**config.mk**
```make
export PLATFORM = sky130hd
export DESIGN_NAME = cfg_bus_arb
export DESIGN_NICKNAME = d
export VERILOG_FILES = /design/src/rtl/cfg_arb_pkg.sv /design/src/rtl/rr_arbiter.sv /design/src/rtl/cfg_bus_arb.sv
export SDC_FILE = /design/constraint.sdc
export NUM_CORES = 1
export LEC_CHECK = 0
export BUFFER_PORTS_ARGS = -buffer_cell sky130_fd_sc_hd__buf_2
export CORE_ASPECT_RATIO = 0.9
export CORE_MARGIN = 2
export CORE_UTILIZATION = 30
export CTS_CLUSTER_SIZE = 10
export DETAILED_ROUTE_END_ITERATION = 10
export PLACE_DENSITY_LB_ADDON = 0.25
export REMOVE_ABC_BUFFERS = 1
export SETUP_SLACK_MARGIN = 0.02
export SLEW_MARGIN = 30
export SYNTH_ARGS = -nofsm -noshare
export SYNTH_HDL_FRONTEND = slang
export SYNTH_SLANG_ARGS = --single-unit
export TNS_END_PERCENT = 30
```
**constraint.sdc**
```tcl
create_clock -name clk -period 1.8 [get_ports clk]
set_input_delay 0.36 -clock clk [delete_from_list [all_inputs] [get_ports clk]]
set_output_delay 0.36 -clock clk [all_outputs]
set_load 0.05 [all_outputs]
```
**src/rtl/cfg_arb_pkg.sv**
```systemverilog
// cfg_arb_pkg: shared state encoding and constants for the cfg bus arbiter
package cfg_arb_pkg;
  typedef enum logic [1:0] {IDLE, ISSUE, WAIT_ACK, RESP} arb_state_t;
  localparam logic [31:0] CFG_ARB_DEADBEEF = 32'hdead_beef;
endpackage

```
**src/rtl/rr_arbiter.sv**
```systemverilog
// rr_arbiter: combinational round-robin pick, scanning upward from ptr with wrap
module rr_arbiter #(
  parameter int N = 2,
  parameter int IW = $clog2(N)
) (
  input  logic [N-1:0]  req,
  input  logic [IW-1:0] ptr,
  output logic [N-1:0]  gnt,
  output logic [IW-1:0] idx
);
  logic [IW-1:0] k;
  // Scan from farthest to nearest so the requester closest to ptr wins last
  always_comb begin
    gnt = '0;
    idx = '0;
    k = '0;
    for (int i = N - 1; i >= 0; i--) begin
      k = IW'((int'(ptr) + i) % N);
      if (req[k]) begin
        gnt = '0;
        gnt[k] = 1'b1;
        idx = k;
      end
    end
  end
endmodule

```
**src/rtl/cfg_bus_arb.sv**
```systemverilog
// cfg_bus_arb: round-robin sharing of one cfg bus among NUM_REQ masters; CFG_ARB_TIMEOUT_EN adds an ack watchdog
module cfg_bus_arb import cfg_arb_pkg::*; #(
  parameter int NUM_REQ = 2,
  parameter int TIMEOUT_CYC = 256
) (
  input  logic                  clk,
  input  logic                  sync_rst_n,
  input  logic                  sh_cl_flr_assert_q,
  input  logic [NUM_REQ-1:0]    req_valid,
  input  logic [NUM_REQ-1:0]    req_wr,
  input  logic [NUM_REQ*32-1:0] req_addr,
  input  logic [NUM_REQ*32-1:0] req_wdata,
  output logic [NUM_REQ-1:0]    req_ready,
  output logic [NUM_REQ-1:0]    rsp_valid,
  input  logic [NUM_REQ-1:0]    rsp_ready,
  output logic [31:0]           rsp_rdata,
  output logic                  rsp_err,
  output logic [31:0]           cfg_addr,
  output logic [31:0]           cfg_wdata,
  output logic                  cfg_wr,
  output logic                  cfg_rd,
  input  logic                  cfg_ack,
  input  logic [31:0]           cfg_rdata
);
  localparam int IW = $clog2(NUM_REQ);
  arb_state_t state, state_nxt;
  logic [IW-1:0] rr_ptr, owner, win_idx;
  logic [NUM_REQ-1:0] win_gnt;
  logic wr_q, flr, busy, accept, ack_take, tmo, rsp_done;
  logic sel_wr;
  logic [31:0] sel_addr, sel_wdata;
  rr_arbiter #(.N(NUM_REQ)) u_rr (
    .req(req_valid),
    .ptr(rr_ptr),
    .gnt(win_gnt),
    .idx(win_idx)
  );
  assign flr = sh_cl_flr_assert_q;
  assign busy = (state == ISSUE) || (state == WAIT_ACK);
  assign accept = sync_rst_n && !flr && (state == IDLE) && (|req_valid);
  assign ack_take = busy && !flr && cfg_ack;
  assign rsp_done = (state == RESP) && !flr && rsp_ready[owner];
  assign req_ready = accept ? win_gnt : '0;
  assign rsp_valid = (state == RESP) ? NUM_REQ'(1) << owner : '0;
  assign cfg_wr = (state == ISSUE) && !flr && wr_q;
  assign cfg_rd = (state == ISSUE) && !flr && !wr_q;
  always_comb begin
    sel_wr = 1'b0;
    sel_addr = '0;
    sel_wdata = '0;
    for (int i = 0; i < NUM_REQ; i++)
      if (win_gnt[i]) begin
        sel_wr = req_wr[i];
        sel_addr = req_addr[32*i +: 32];
        sel_wdata = req_wdata[32*i +: 32];
      end
  end
`ifdef CFG_ARB_TIMEOUT_EN
  logic [15:0] tmo_cnt;
  // Counter is zeroed at accept so it reads 0 in the ISSUE cycle
  always_ff @(posedge clk) begin
    if (!sync_rst_n || accept) tmo_cnt <= '0;
    else if (busy) tmo_cnt <= tmo_cnt + 16'd1;
  end
  assign tmo = busy && !cfg_ack && (tmo_cnt == 16'(TIMEOUT_CYC - 1));
`else
  assign tmo = 1'b0;
`endif
  always_comb begin
    state_nxt = flr ? IDLE
              : (state == IDLE) ? (accept ? ISSUE : IDLE)
              : busy ? ((cfg_ack || tmo) ? RESP : WAIT_ACK)
              : (rsp_ready[owner] ? IDLE : RESP);
  end
  always_ff @(posedge clk) begin
    if (!sync_rst_n) begin
      state <= IDLE;
      rr_ptr <= '0;
      owner <= '0;
      wr_q <= 1'b0;
      cfg_addr <= '0;
      cfg_wdata <= '0;
      rsp_rdata <= '0;
      rsp_err <= 1'b0;
    end else begin
      state <= state_nxt;
      if (accept) begin
        owner <= win_idx;
        wr_q <= sel_wr;
        cfg_addr <= sel_addr;
        cfg_wdata <= sel_wdata;
      end
      if (ack_take) begin
        rsp_rdata <= cfg_rdata;
        rsp_err <= 1'b0;
      end else if (tmo && !flr) begin
        rsp_rdata <= CFG_ARB_DEADBEEF;
        rsp_err <= 1'b1;
      end
      if (rsp_done) rr_ptr <= (owner == IW'(NUM_REQ - 1)) ? '0 : owner + 1'b1;
    end
  end
endmodule
```
# Word level (Yosys, flattened, before mapping)
# Index checks and enable logic that the tools add are counted.
# op_classes
n_shift,1
n_eq_ne,3
n_addsub,2
muxes,28
bitwise,1
magnitude_cmp,5
reduce_logical,18
# op_table
operator,n
$mux W32,4
$mux W1,15
$mux W2,7
$logic_and A1 B1 Y1,12
$lt A1 B2 Y1 const B,3
$eq A2 B2 Y1 const B,2
$reduce_or A2 Y1,2
$add A1 B1 Y1 const B,2
$demux W1 S1,2
$eq A2 B1 Y1 const B,1
$ge A1 B1 Y1 const B,2
$logic_not A1 Y1,2
$logic_not A2 Y1,1
$shl A1 B1 Y2 const A,1
$logic_or A1 B1 Y1,1
$not A1 Y1,1
# word_totals
ff_bits,101
output_inout_bits,103
elab_cells,65
inputBits,170

# Logic depth before layout (Yosys ltp)
# depth
ltp_word,9
ltp_mapped,7
ltp_nobuf,5

# Hierarchy
# A second synthesis with hierarchy kept.
# hier_totals
hier_cells,485
area_unflattened_um2,4261.6
# modules_own_cells
mod,n_inst,seq_area_each_um2,area_per_inst_um2,cells_each
cfg_bus_arb,1,2021.9,4235.3,481
rr_arbiter,1,0.0,26.3,4

# Worst setup path after synthesis
# No wires, ideal clock.
# synth_timing
kind,flip-flop to output port
from,reg state[0]
to,out req_ready[1]
t_arrival_ns,1.732
path_stages_with_launch,8
setup_slack_ns,-0.292
t_required_ns,1.440
n_path_buf,3
path_cell_list,dfxtp_1 > inv_1 > ha_1 > o2111ai_1 > buf_4 > buf_6 > buf_6 > nor2_1
# synth_via
elab_chain_len,4
# synth_rtl
element,line,rtl
from (decl),cfg_bus_arb.sv:26,"arb_state_t state, state_nxt;"
from (signal assigned),cfg_bus_arb.sv:86,state <= state_nxt;
$logic_not A2 Y1,cfg_bus_arb.sv:40,assign accept = sync_rst_n && !flr && (state == IDLE) && (|req_valid);
$logic_and A1 B1 Y1 (2 in series),cfg_bus_arb.sv:40,
$mux W2,cfg_bus_arb.sv:43,assign req_ready = accept ? win_gnt : '0;
to (decl),cfg_bus_arb.sv:13,"output logic [NUM_REQ-1:0] req_ready,"
# Every way passes these cells.

# Final worst setup path
# layout_timing
from,reg state[0]
to,out req_ready[0]
# Same word-level chain as after synthesis.

==> summary.md <==
| Metric | Value |
|---|---|
| Status | complete, no violations |
| Share of cells above drive strength 1 | 43.2% |
| GRT Util Overall | around 17% |
| Avg Inst Size Synth | roughly 9 sq um |
| Synthesis-to-finish area growth | 43.5% |
| Total Neg Setup Slack | 0 ns |
| CP arrival | approximately 1.4 ns |
| Latest clock arrival within the worst-skew pair | ~0.34 ns |
| Register area share after synthesis | between 40% and 50% |
| Starting Density | a little under a third |
| Synth Flop Type | dfxtp_1 |
| Crit. End Element | primary output |
| Met2 wire length | ~6.7 mm |
| Required time of the critical path | between 1 and 1.5 ns |
| Row count | between 40 and 50 |
| H-tree levels | 3 |
| Core ar. | ~14000 sq um |
| CP Max Fanout | 3 |
| EDFF count, synth | 0 |
| Tightest Pin Transition | 0.642 ns |
| CTS Sinks | about 100 |
| Synth top cells by count | nand2_1, dfxtp_1, mux2i_1, a32oi_1, a21oi_1 |
| Finished Cell Area | between 6000 and 7000 sq um |
| WL per Instance | between 10 and 15 um |
| Dpl hpwl | 9.96 mm |
| Ys async rst share | 0% |
| Die area | 15500 sq um |
| Wire length on met3 | roughly 750 um |
| Met1 WL | between 5 and 6 mm |
| CTS tree | done |
| First-pass GRT wire length | around 21 mm |
| # IOs | 273 |
| Final wirelength | about 13 mm |
| PnR worst setup slack | between 0.09 and 0.1 ns |
| DRC violations left | 0 |
| Final hold viol count | 0 |
| Total number of vias | approximately 4400 |
| Drt first pass iters | 4 |
| Port buffer count | around 270 |
| DRT antenna net count | 0 |
| Worst Setup Start Kind | flip-flop |
| CP max-delay cell | dfxtp_2 |
| # fillers | 1392 |
| #FFs+latches synth | about 100 |
| Crit path kind | flip-flop to primary output |
| P_leak | between 3 and 4 nW |
| Tcrit/Tclk final | between 90% and 100% |
| Syn Inst Count | around 470 |
| Max cap viols | 0 |
| Gpl congestion | 0.758 |
| Top Metal Used | met4 |
| Count leader, synth | nand2_1 |
| Setup Skew | 0.00623 ns |
| Die width | about 130 um |
| Ranking of synthesized cells by area | dfxtp_1, mux2i_1, a32oi_1 |
| Power density over the cells | approximately 850 nW/um^2 |
| Fmax | 585 MHz |
| HP Class | primary input to flip-flop |
| Root buffer cell | clkbuf_16 |
| Antenna violations before repair | 1 |
| Setup violators final | 0 |
| Nets | between 800 and 900 |
| Overall die height | 118 um |
| Max incr delay on CP | approximately 0.34 ns |
| TritonCTS Buffers | 9 |
| Max clock buf depth | 2 |
| YS warnings | 0 |
| Rel. slew slack | between 50 and 60% |
| Worst-path cell chain | inv_2 -> ha_4 -> o2111ai_4 -> nor2b_4 -> buf_6 |
| Slew Viols, Final | 0 |
| Hold slack final | around 0.25 ns |
| Leading area contributor after synthesis | dfxtp_1 |
| Mapped cell area | between 4000 and 5000 sq um |
| Number of library cell types mapped by synthesis | 27 |
| Top-area cell type share of the netlist area | a little under half |
| Placed Area | just under 6000 sq um |
| Clk pin slew, worst setup/hold paths | 0.07 ns |
| RSZ-0062 raised after global routing | true |
| Peak VDD IR | 0.446 mV |
| CP delay by family, top | flip-flops |
| WP buf/inv | 2 |
| Largest net degree at the start of global routing | 69 |
| Grt ovf | 0 |
| Dpl ws | between 0.07 and 0.08 ns |
| DRT iter0 DRCs | roughly 260 |
| DR vias/cell | ~4.8 |
| Vias in the first global route | approximately 4200 |
| Final min period | 1.71 ns |
## kinds of logic (layout without fill, tap and decap cells)
logic type / count (synthesis) / in the layout / synth area share, %
other cells: 1 / 2 / 0.0862
simple gates: 145 / 145 / 13.2
flops: 101 / 101 / 46.5
mux: 68 / 68 / 15.6
buf+inv: 52 / 306 / 6.15
compound gates: 101 / 101 / 17.6
fa+ha+maj: 3 / 3 / 0.863
## power by group
group,switching [mW],leakage (nW),internal [mW]
clock,0.796,0.123,0.951
sequential,0.0569,0.823,2.35
combinational,0.775,2.23,0.403
total,1.63,3.18,3.70
## flip-flops by register name (all words and copies together) (netlist names)
signal	count
cfg_addr	32
cfg_wdata	32
owner	1
rr_ptr	1
rsp_rdata	32
state	2
wr_q	1
## layout by cell type (no fill, tap or decap), drive strengths merged, types with 2 or more instances in the layout
master  count
dfxtp     101
a21oi      32
mux2i      68
buf       288
nor2b       2
nand2b      2
nor2        3
nand2     132
inv         4
clkbuf     12
ha          3
a32oi      65
## worst reg2reg max path, stage by stage (launching register included)
cell	delay, ns
dfxtp_1	0.39
nand2b_2	0.17
buf_4	0.40
a32oi_1	0.23
mux2i_1	0.17
## layer usage
layer  vias to the layer above  global-route usage [%]
li1                       2184                       -
met4                         0                    4.79
met3                        18                    4.84
met1                      2084                    20.2
met5                         -                       0
met2                       145                    28.9
## final cells by class
cell class	instances	area (sq um)	area share, %
clock buffers	11	243	3.89
clock inverters	2	12.5	0.200
repair buffers	289	1580	25.4
multi-input cells	318	2120	34.0
flip-flops and latches	101	2020	32.4
well taps	193	241	3.87
inverters	4	15.0	0.240
diodes	1	2.50	0.0401
## through the flow
| step | utilization (%) | std cells | power, mW |
|---|---|---|---|
| 3_5_place_dp | 42.0 | 903 | 3.62 |
| 4_1_cts | 44.2 | 918 | 5.41 |
| 3_3_place_gp | 42.0 | 903 | 3.61 |
| 2_1_floorplan | - | 423 | 3.19 |
| 5_1_grt | 44.3 | 919 | 5.59 |
| 6_report | 44.3 | 919 | 5.33 |
## path summary, 6_finish.rpt
path | end | cells after the start | slack, ns | from
max | req_ready[0] | 5 | 0.09 | state[0]
min | rsp_rdata[30] | 3 | 0.25 | cfg_rdata[30]
max reg2reg | cfg_wdata[31] | 4 | 0.37 | rr_ptr
min reg2reg | rsp_rdata[16] | 2 | 0.45 | rsp_rdata[16]
## timing repair
| item | 4_1_cts | 5_1_grt |
|---|---|---|
| gates resized for setup | 12 | 5 |
| hold buffers | 0 | 0 |
| hold endpoints to repair | 0 | 0 |
| pin swaps | 2 | 3 |
| endpoints found under the setup margin | 2 | 4 |
| gates cloned | 0 | 0 |
| buffers inserted | 2 | 0 |
Note: power is estimated with default switching activity, not from simulation.
